--- src/rtl/pixel_stream_proc.sv ---
// Streaming pixel processor: bypass, invert, threshold or 3x3 convolution per frame,
// with a single registered output stage and a small byte-wide register file.
module pixel_stream_proc #(
  parameter int unsigned DATA_WIDTH = 8,
  parameter int unsigned IMG_WIDTH  = 32,
  parameter int unsigned OUT_WIDTH  = 32
) (
  input  logic                  clk,
  input  logic                  rstn,
  input  logic                  in_valid,
  output logic                  in_ready,
  input  logic [DATA_WIDTH-1:0] in_data,
  input  logic                  in_sof,
  output logic                  out_valid,
  input  logic                  out_ready,
  output logic [OUT_WIDTH-1:0]  out_pixel,
  input  logic                  reg_write_en,
  input  logic [4:0]            reg_addr,
  input  logic [7:0]            reg_wdata,
  output logic [7:0]            reg_rdata
);

  localparam int unsigned COL_W = $clog2(IMG_WIDTH);
  localparam int unsigned CMP_W = (DATA_WIDTH > 8) ? DATA_WIDTH : 8;

  typedef enum logic [1:0] {
    MODE_BYPASS = 2'b00,
    MODE_INVERT = 2'b01,
    MODE_CONV   = 2'b10,
    MODE_THRESH = 2'b11
  } mode_e;

  mode_e                  mode_q, active_mode_q, cur_mode;
  logic [7:0]             threshold_q, frame_count_q;
  logic signed [7:0]      kernel_q [9];
  logic                   err_sticky_q, primed_q;
  logic [COL_W-1:0]       col_q, cur_col, next_col;
  logic [1:0]             row_q, cur_row, next_row;
  logic [DATA_WIDTH-1:0]  lb1 [IMG_WIDTH];
  logic [DATA_WIDTH-1:0]  lb2 [IMG_WIDTH];
  logic [DATA_WIDTH-1:0]  win_q [3][3];
  logic [DATA_WIDTH-1:0]  new_col [3];
  logic [DATA_WIDTH-1:0]  inv_data, px_max;
  logic signed [OUT_WIDTH-1:0] conv_acc;
  logic [OUT_WIDTH-1:0]   result;
  logic                   produce, accept, last_col;

  assign in_ready = !out_valid || out_ready;
  assign accept   = in_valid && in_ready;

  // A start-of-frame pixel is processed in the newly loaded mode at position (0,0).
  assign cur_mode = in_sof ? mode_q : active_mode_q;
  assign cur_col  = in_sof ? '0 : col_q;
  assign cur_row  = in_sof ? 2'd0 : row_q;
  assign last_col = (cur_col == COL_W'(IMG_WIDTH - 1));
  assign next_col = last_col ? '0 : cur_col + 1'b1;
  assign next_row = (last_col && cur_row != 2'd2) ? cur_row + 2'd1 : cur_row;

  assign new_col[0] = lb2[cur_col];
  assign new_col[1] = lb1[cur_col];
  assign new_col[2] = in_data;
  assign inv_data   = ~in_data;
  assign px_max     = '1;

  // Window taps for the current pixel: two stored columns plus the incoming column.
  always_comb begin
    conv_acc = '0;
    for (int r = 0; r < 3; r++) begin
      for (int c = 0; c < 3; c++) begin
        logic [DATA_WIDTH-1:0] tap;
        tap = (c == 2) ? new_col[r] : win_q[r][c+1];
        conv_acc = conv_acc + $signed(OUT_WIDTH'(tap)) * OUT_WIDTH'(kernel_q[r*3+c]);
      end
    end
  end

  // NOTE: every output of a combinational block gets a default first so no latch is inferred.
  always_comb begin
    result  = '0;
    produce = 1'b1;
    case (cur_mode)
      MODE_BYPASS: result = OUT_WIDTH'(in_data);
      MODE_INVERT: result = OUT_WIDTH'(inv_data);
      MODE_THRESH: result = (CMP_W'(in_data) >= CMP_W'(threshold_q)) ? OUT_WIDTH'(px_max) : '0;
      MODE_CONV: begin
        result  = conv_acc;
        produce = (cur_row == 2'd2) && (cur_col >= COL_W'(2));
      end
      default: result = '0;
    endcase
  end

  // NOTE: sequential state uses non-blocking assignments so all registers update together.
  always_ff @(posedge clk or negedge rstn) begin
    if (!rstn) begin
      out_valid     <= 1'b0;
      out_pixel     <= '0;
      active_mode_q <= MODE_BYPASS;
      col_q         <= '0;
      row_q         <= 2'd0;
      primed_q      <= 1'b0;
      frame_count_q <= 8'd0;
    end else begin
      if (accept && produce) begin
        out_valid <= 1'b1;
        out_pixel <= result;
      end else if (out_ready) begin
        out_valid <= 1'b0;
      end
      if (accept) begin
        col_q    <= next_col;
        row_q    <= next_row;
        primed_q <= (next_row == 2'd2);
        if (in_sof) begin
          active_mode_q <= mode_q;
          frame_count_q <= frame_count_q + 8'd1;
        end
      end
    end
  end

  // NOTE: line buffers and window are data-only storage; stale contents are never used
  // before row 2 of a frame, so they carry no reset.
  always_ff @(posedge clk) begin
    if (accept) begin
      lb2[cur_col] <= lb1[cur_col];
      lb1[cur_col] <= in_data;
      for (int r = 0; r < 3; r++) begin
        win_q[r][0] <= win_q[r][1];
        win_q[r][1] <= win_q[r][2];
        win_q[r][2] <= new_col[r];
      end
    end
  end

  always_ff @(posedge clk or negedge rstn) begin
    if (!rstn) begin
      mode_q       <= MODE_BYPASS;
      threshold_q  <= 8'h80;
      err_sticky_q <= 1'b0;
      for (int i = 0; i < 9; i++) kernel_q[i] <= (i == 4) ? 8'sd1 : 8'sd0;
    end else begin
      if (in_valid && !in_ready && in_sof) begin
        err_sticky_q <= 1'b1;
      end else if (reg_write_en && reg_addr == 5'h10) begin
        err_sticky_q <= 1'b0;
      end
      if (reg_write_en) begin
        if (reg_addr == 5'h00) mode_q <= mode_e'(reg_wdata[1:0]);
        if (reg_addr == 5'h01) threshold_q <= reg_wdata;
        for (int i = 0; i < 9; i++) begin
          if (reg_addr == 5'(4 + i)) kernel_q[i] <= $signed(reg_wdata);
        end
      end
    end
  end

  always_comb begin
    reg_rdata = 8'h00;
    case (reg_addr)
      5'h00:   reg_rdata = {6'd0, mode_q};
      5'h01:   reg_rdata = threshold_q;
      5'h10:   reg_rdata = {4'hA, err_sticky_q, primed_q, active_mode_q};
      5'h11:   reg_rdata = frame_count_q;
      default: begin
        for (int i = 0; i < 9; i++) begin
          if (reg_addr == 5'(4 + i)) reg_rdata = kernel_q[i];
        end
      end
    endcase
  end

endmodule

--- config.mk ---
export PLATFORM = sky130hd
export DESIGN_NAME = pixel_stream_proc
export DESIGN_NICKNAME = d
export VERILOG_FILES = /design/src/rtl/pixel_stream_proc.sv
export SDC_FILE = /design/constraint.sdc
export NUM_CORES = 2
export LEC_CHECK = 0
export CAP_MARGIN = 25
export CORE_MARGIN = 2
export CORE_UTILIZATION = 50
export CTS_CLUSTER_DIAMETER = 200
export DETAILED_ROUTE_END_ITERATION = 12
export GPL_TIMING_DRIVEN = 0
export PLACE_DENSITY_LB_ADDON = 0.25
export RECOVER_POWER = 50
export SYNTH_ARGS = -nofsm -noshare
export SYNTH_HDL_FRONTEND = slang
export SYNTH_SLANG_ARGS = --single-unit
--- constraint.sdc ---
create_clock -name clk -period 20.5 [get_ports clk]
set_clock_uncertainty 0.1 [all_clocks]
set_input_delay 2.05 -clock clk [delete_from_list [all_inputs] [get_ports clk]]
set_output_delay 2.05 -clock clk [all_outputs]
set_load 0.05 [all_outputs]
* Word-level counts from Yosys, hierarchy flattened
Memory sizes are Yosys's and may differ from the RTL's. Index checks and enable logic that the tools add are counted.
Storage, ports and cells: register bits 134, RAM bits 584, input port bits 27, output and inout bits 42, word-level logic and storage cells 114, memories 3
Operators by class: add/subtract/negate cells 11, multiply operators 9, magnitude comparators 2, equality and inequality tests 19, multiplexer cells 24, bitwise logic cells 1, reduce and logical (&&, ||, !) cells 26
Memories:
- lb1 | depth 32, width 8, read ports 1, clocked after memory_dff 0, write ports 1, RTL line 39 | logic [DATA_WIDTH-1:0] lb1 [IMG_WIDTH];
- lb2 | depth 32, width 8, read ports 1, clocked after memory_dff 0, write ports 1, RTL line 40 | logic [DATA_WIDTH-1:0] lb2 [IMG_WIDTH];
- win_q | depth 3, width 24, read ports 3, clocked after memory_dff 0, write ports 3, RTL line 41 | logic [DATA_WIDTH-1:0] win_q [3][3];
Operators by type and width (count):
- multiplier 9 x 8 -> 17 bit | 9
- case mux 32 bit (4 select lines) | 1
- two-way mux 8 bit | 10
- case mux 8 bit (4 select lines) | 1
- adder 24 x 17 -> 25 bit | 1
- == test 5 x 4 -> 1 bit (second input constant) | 5
- adder 23 x 17 -> 24 bit | 1
- AND reduction 2 bit | 12
- adder 22 x 17 -> 23 bit | 1
- adder 21 x 17 -> 22 bit | 1
- adder 20 x 17 -> 21 bit | 1
- adder 19 x 17 -> 20 bit | 1
- == test 5 x 3 -> 1 bit (second input constant) | 4
- adder 18 x 17 -> 19 bit | 1
- adder 17 x 17 -> 18 bit | 1
- == test 5 bit (second input constant) | 3
- two-way mux 5 bit | 2
- adder 8 x 1 -> 8 bit (second input constant) | 1
- == test 2 bit (second input constant) | 4
- greater-or-equal comparator 8 bit | 1
- inverter 8 bit | 1
- logical AND 1 bit | 7
- two-way mux 1 bit | 7
- two-way mux 2 bit | 3
- 11 further kinds | 13

* Logic depth before layout (Yosys ltp)
depth after elaboration 11, mapped depth 40, depth with buffers taken out 34

* Worst setup path before layout
No wires, ideal clock.
path type input to register, start point input port in_sof, end point register out_pixel[23], setup time 121 ps, arrival 11130 ps, data required time 20279 ps, slack 9149 ps, stages 35, path buffers 5, cell sequence nor2b_1 -> buf_6 -> inv_6 -> buf_12 -> buf_12 -> buf_8 -> mux2i_1 -> a221oi_1 -> a21oi_1 -> nor3_2 -> nand2_1 -> fa_1 -> inv_1 -> fa_1 -> fa_1 -> fa_1 -> inv_1 -> fa_1 -> inv_1 -> fa_1 -> fa_1 -> fa_1 -> fa_1 -> inv_1 -> fa_1 -> inv_1 -> ha_1 -> clkbuf_1 -> o211a_1 -> o21ai_0 -> nor2_1 -> a21oi_1 -> mux2i_1 -> o211ai_1 -> a22o_1
RTL lines:
- start: declaration | RTL line 13 | input logic in_sof,
- end signal: assignment | RTL line 106 | out_pixel <= result;
- end: declaration | RTL line 16 | output logic [OUT_WIDTH-1:0] out_pixel,

==> run metrics <==
outcome=finished with violations; failing checks=capacitance limit, slew limit; # setup viols final=0; most frequent cells in the layout=inv_1 (764), fa_1 (578), edfxtp_1 (560); CP Data Arrival Time=16570 ps; clk sinks=687; most common cell after layout, fill and taps aside=inv_1; yosys warns=0; Tot GR Track Use=30.2%; synthesized cell area=49900 um^2; Reg2Reg Launch Point=col_q[0]; Max-cap violations=12; Pins Over Slew Limit=470; Worst-path clk slew=60 ps; Setup TNS=0 ps; r2r endpoint=out_pixel[22]; Slowest cell on crit path=a2111oi_0; R2R depth=30; critical path type=in2reg; detailed-route DRC error count=0; Via density=5.85; clock root buffer=clkbuf_16; sequential share of the synthesized area=40.1%; EDFF count, synth=560; core area=98600 um^2; asr flop ratio synth=18.5%; cell mode on critical path=fa_1; Die Height=320 um; synthesized area per cell=11.9 um^2; RSZ-0062 raised after global routing=false; num ports=69; post-synth top area share=33.7%; initial antenna violation count=11; r2r setup slk=6020 ps; critical path capture point type=register; Worst-Margin Slew=4760 ps; # rows=115; biggest area consumer among synthesized cells=edfxtp_1; via count=33553; CTS resizes=0; layout cells sized above 1=8.70%; critical path launch point=in_sof; Synthesized Nets=5111; TritonCTS buffer count=75; synth unique cells=70; critical path peak fanout=10; vias in the first global route=34035; Top FF cell, synth=edfxtp_1; fmax=61.9 MHz; Max Root-Sink Buffers=3; cell count after synthesis=4189; CTS Hold Bufs=0; first-pass GRT wire length=224 mm; DR pass1 iterations=8; hold crit path type=reg2reg; drt wl/cell=26.3 um; GP Congestion=0.936; die width=320 um; DP Wirelength=115 mm; Buffers & Inverters on Critical Path=7; critical path startpoint category=primary input; IO Port Bufs=60; Total Wirelength=151 mm; Initial Utilization=50.6%; depth of the CTS H-tree=3; Critical Path Max Stage Delay=3260 ps; DRT iter0 DRCs=3900; fin crit share=78.7%; Max-slew headroom=-217%; Final min period=16140 ps; worst setup path end=out_pixel[22]; largest cells by area after synthesis=edfxtp_1 (34%), fa_1 (23%), ha_1 (8.0%); global route overflow=0; Detail Route Antenna Nets=0; synthesized flop and latch total=687; critical path data required time=20920 ps; CTS tree=done; clk_lat worst skew=700 ps; pin count of the biggest net entering global routing=82; final hold vios=0; die footprint=102000 um^2; Area Growth Syn to Fin=10.9%; instance count on the critical path=31; nets@finish=5312; CP top delay family=adder cells; Post-CTS Setup Inserts=0
## metal layers
metal | wire (um) | share of wire [%] | global-route usage, % | vias up
met3 | 16700 | 11 | 7.36 | 347
met4 | 6990 | 4.6 | 12.7 | 4
met2 | 67000 | 44 | 45.6 | 1834
li1 | - | - | - | 14174
met5 | 23 | 0.015 | 0 | -
met1 | 60400 | 40 | 41.9 | 17194
## synth_stat cells, types with 28 or more instances
cell,number
nand2b_1,35
o22ai_1,33
o21ai_0,52
clkbuf_1,84
mux4_2,30
a31oi_1,66
nand2_1,471
nor2b_1,96
nor2_1,95
mux2i_1,28
inv_1,764
a21oi_1,42
a211oi_1,68
a221oi_1,48
dfrtp_1,125
mux2_2,87
ha_1,317
buf_2,40
edfxtp_1,560
and2_1,281
fa_1,578
## cell type report
cell class              instances  area, um^2
fillers                      8194       43300
plain buffers                 181         893
clock inverters                46         439
repair buffers                124        1380
multi-input cells            2555       26100
clock buffers                  90        1960
diodes                          3        7.51
inverters                     766        2880
well taps                    1287        1610
flip-flops and latches        687       20000
## cells by family after synthesis
logic type               after synthesis  synth area share (%)
buffers and inverters                947                  7.62
flip-flops                           687                  40.1
adder cells (fa/ha/maj)              895                  31.2
AO/OA/AOI/OAI                        406                  5.95
XOR/XNOR                              34                 0.597
AND/OR/NAND/NOR                     1074                  10.6
multiplexers                         146                  3.91
## sequential cells by signal, summed over array words and instances (netlist names), 2 cells and up
| signal | cells |
|---|---|
| threshold_q | 8 |
| win_q | 48 |
| col_q | 5 |
| active_mode_q | 2 |
| lb2 | 256 |
| row_q | 2 |
| lb1 | 256 |
| out_pixel | 25 |
| kernel_q | 72 |
| mode_q | 2 |
| frame_count_q | 8 |
## metrics by stage
stage	utilization, %	setup WS [ps]	cell area [um^2]	hold WS, ps	instances
after floorplan	-	9150	49900	345	4189
after global placement	52.8	5110	52100	362	5536
after detailed placement	53.9	6410	53100	367	5596
after CTS	56.3	7080	55500	382	5732
after global routing	56.1	3780	55300	399	5738
final	56.1	4360	55300	371	5739
## worst reg2reg max path: cells and delay by family (launching register included)
kind	cells	cell delay [ps]
AOI/OAI and AO/OA	8	4790
and+or+nand+nor	4	1060
DFF	1	340
buffers and inverters	6	2180
xor gates and xnor gates	1	230
adders and majority gates	11	5670
## worst min-delay path by stage
| stage | start | to | slack, ps | depth (start not counted) |
|---|---|---|---|---|
| 2_1_floorplan | frame_count_q[7] | frame_count_q[7] | 350 | 1 |
| 3_3_place_gp | frame_count_q[7] | frame_count_q[7] | 360 | 1 |
| 3_5_place_dp | out_pixel[11] | out_pixel[11] | 370 | 2 |
| 4_1_cts | out_pixel[11] | out_pixel[11] | 380 | 2 |
| 5_1_grt | frame_count_q[7] | frame_count_q[7] | 400 | 1 |
| 6_report | out_pixel[10] | out_pixel[10] | 370 | 2 |
Power is left out: the tool's default activity adds up to more than one toggle a clock period on the data nets, which glitch-free logic cannot reach.
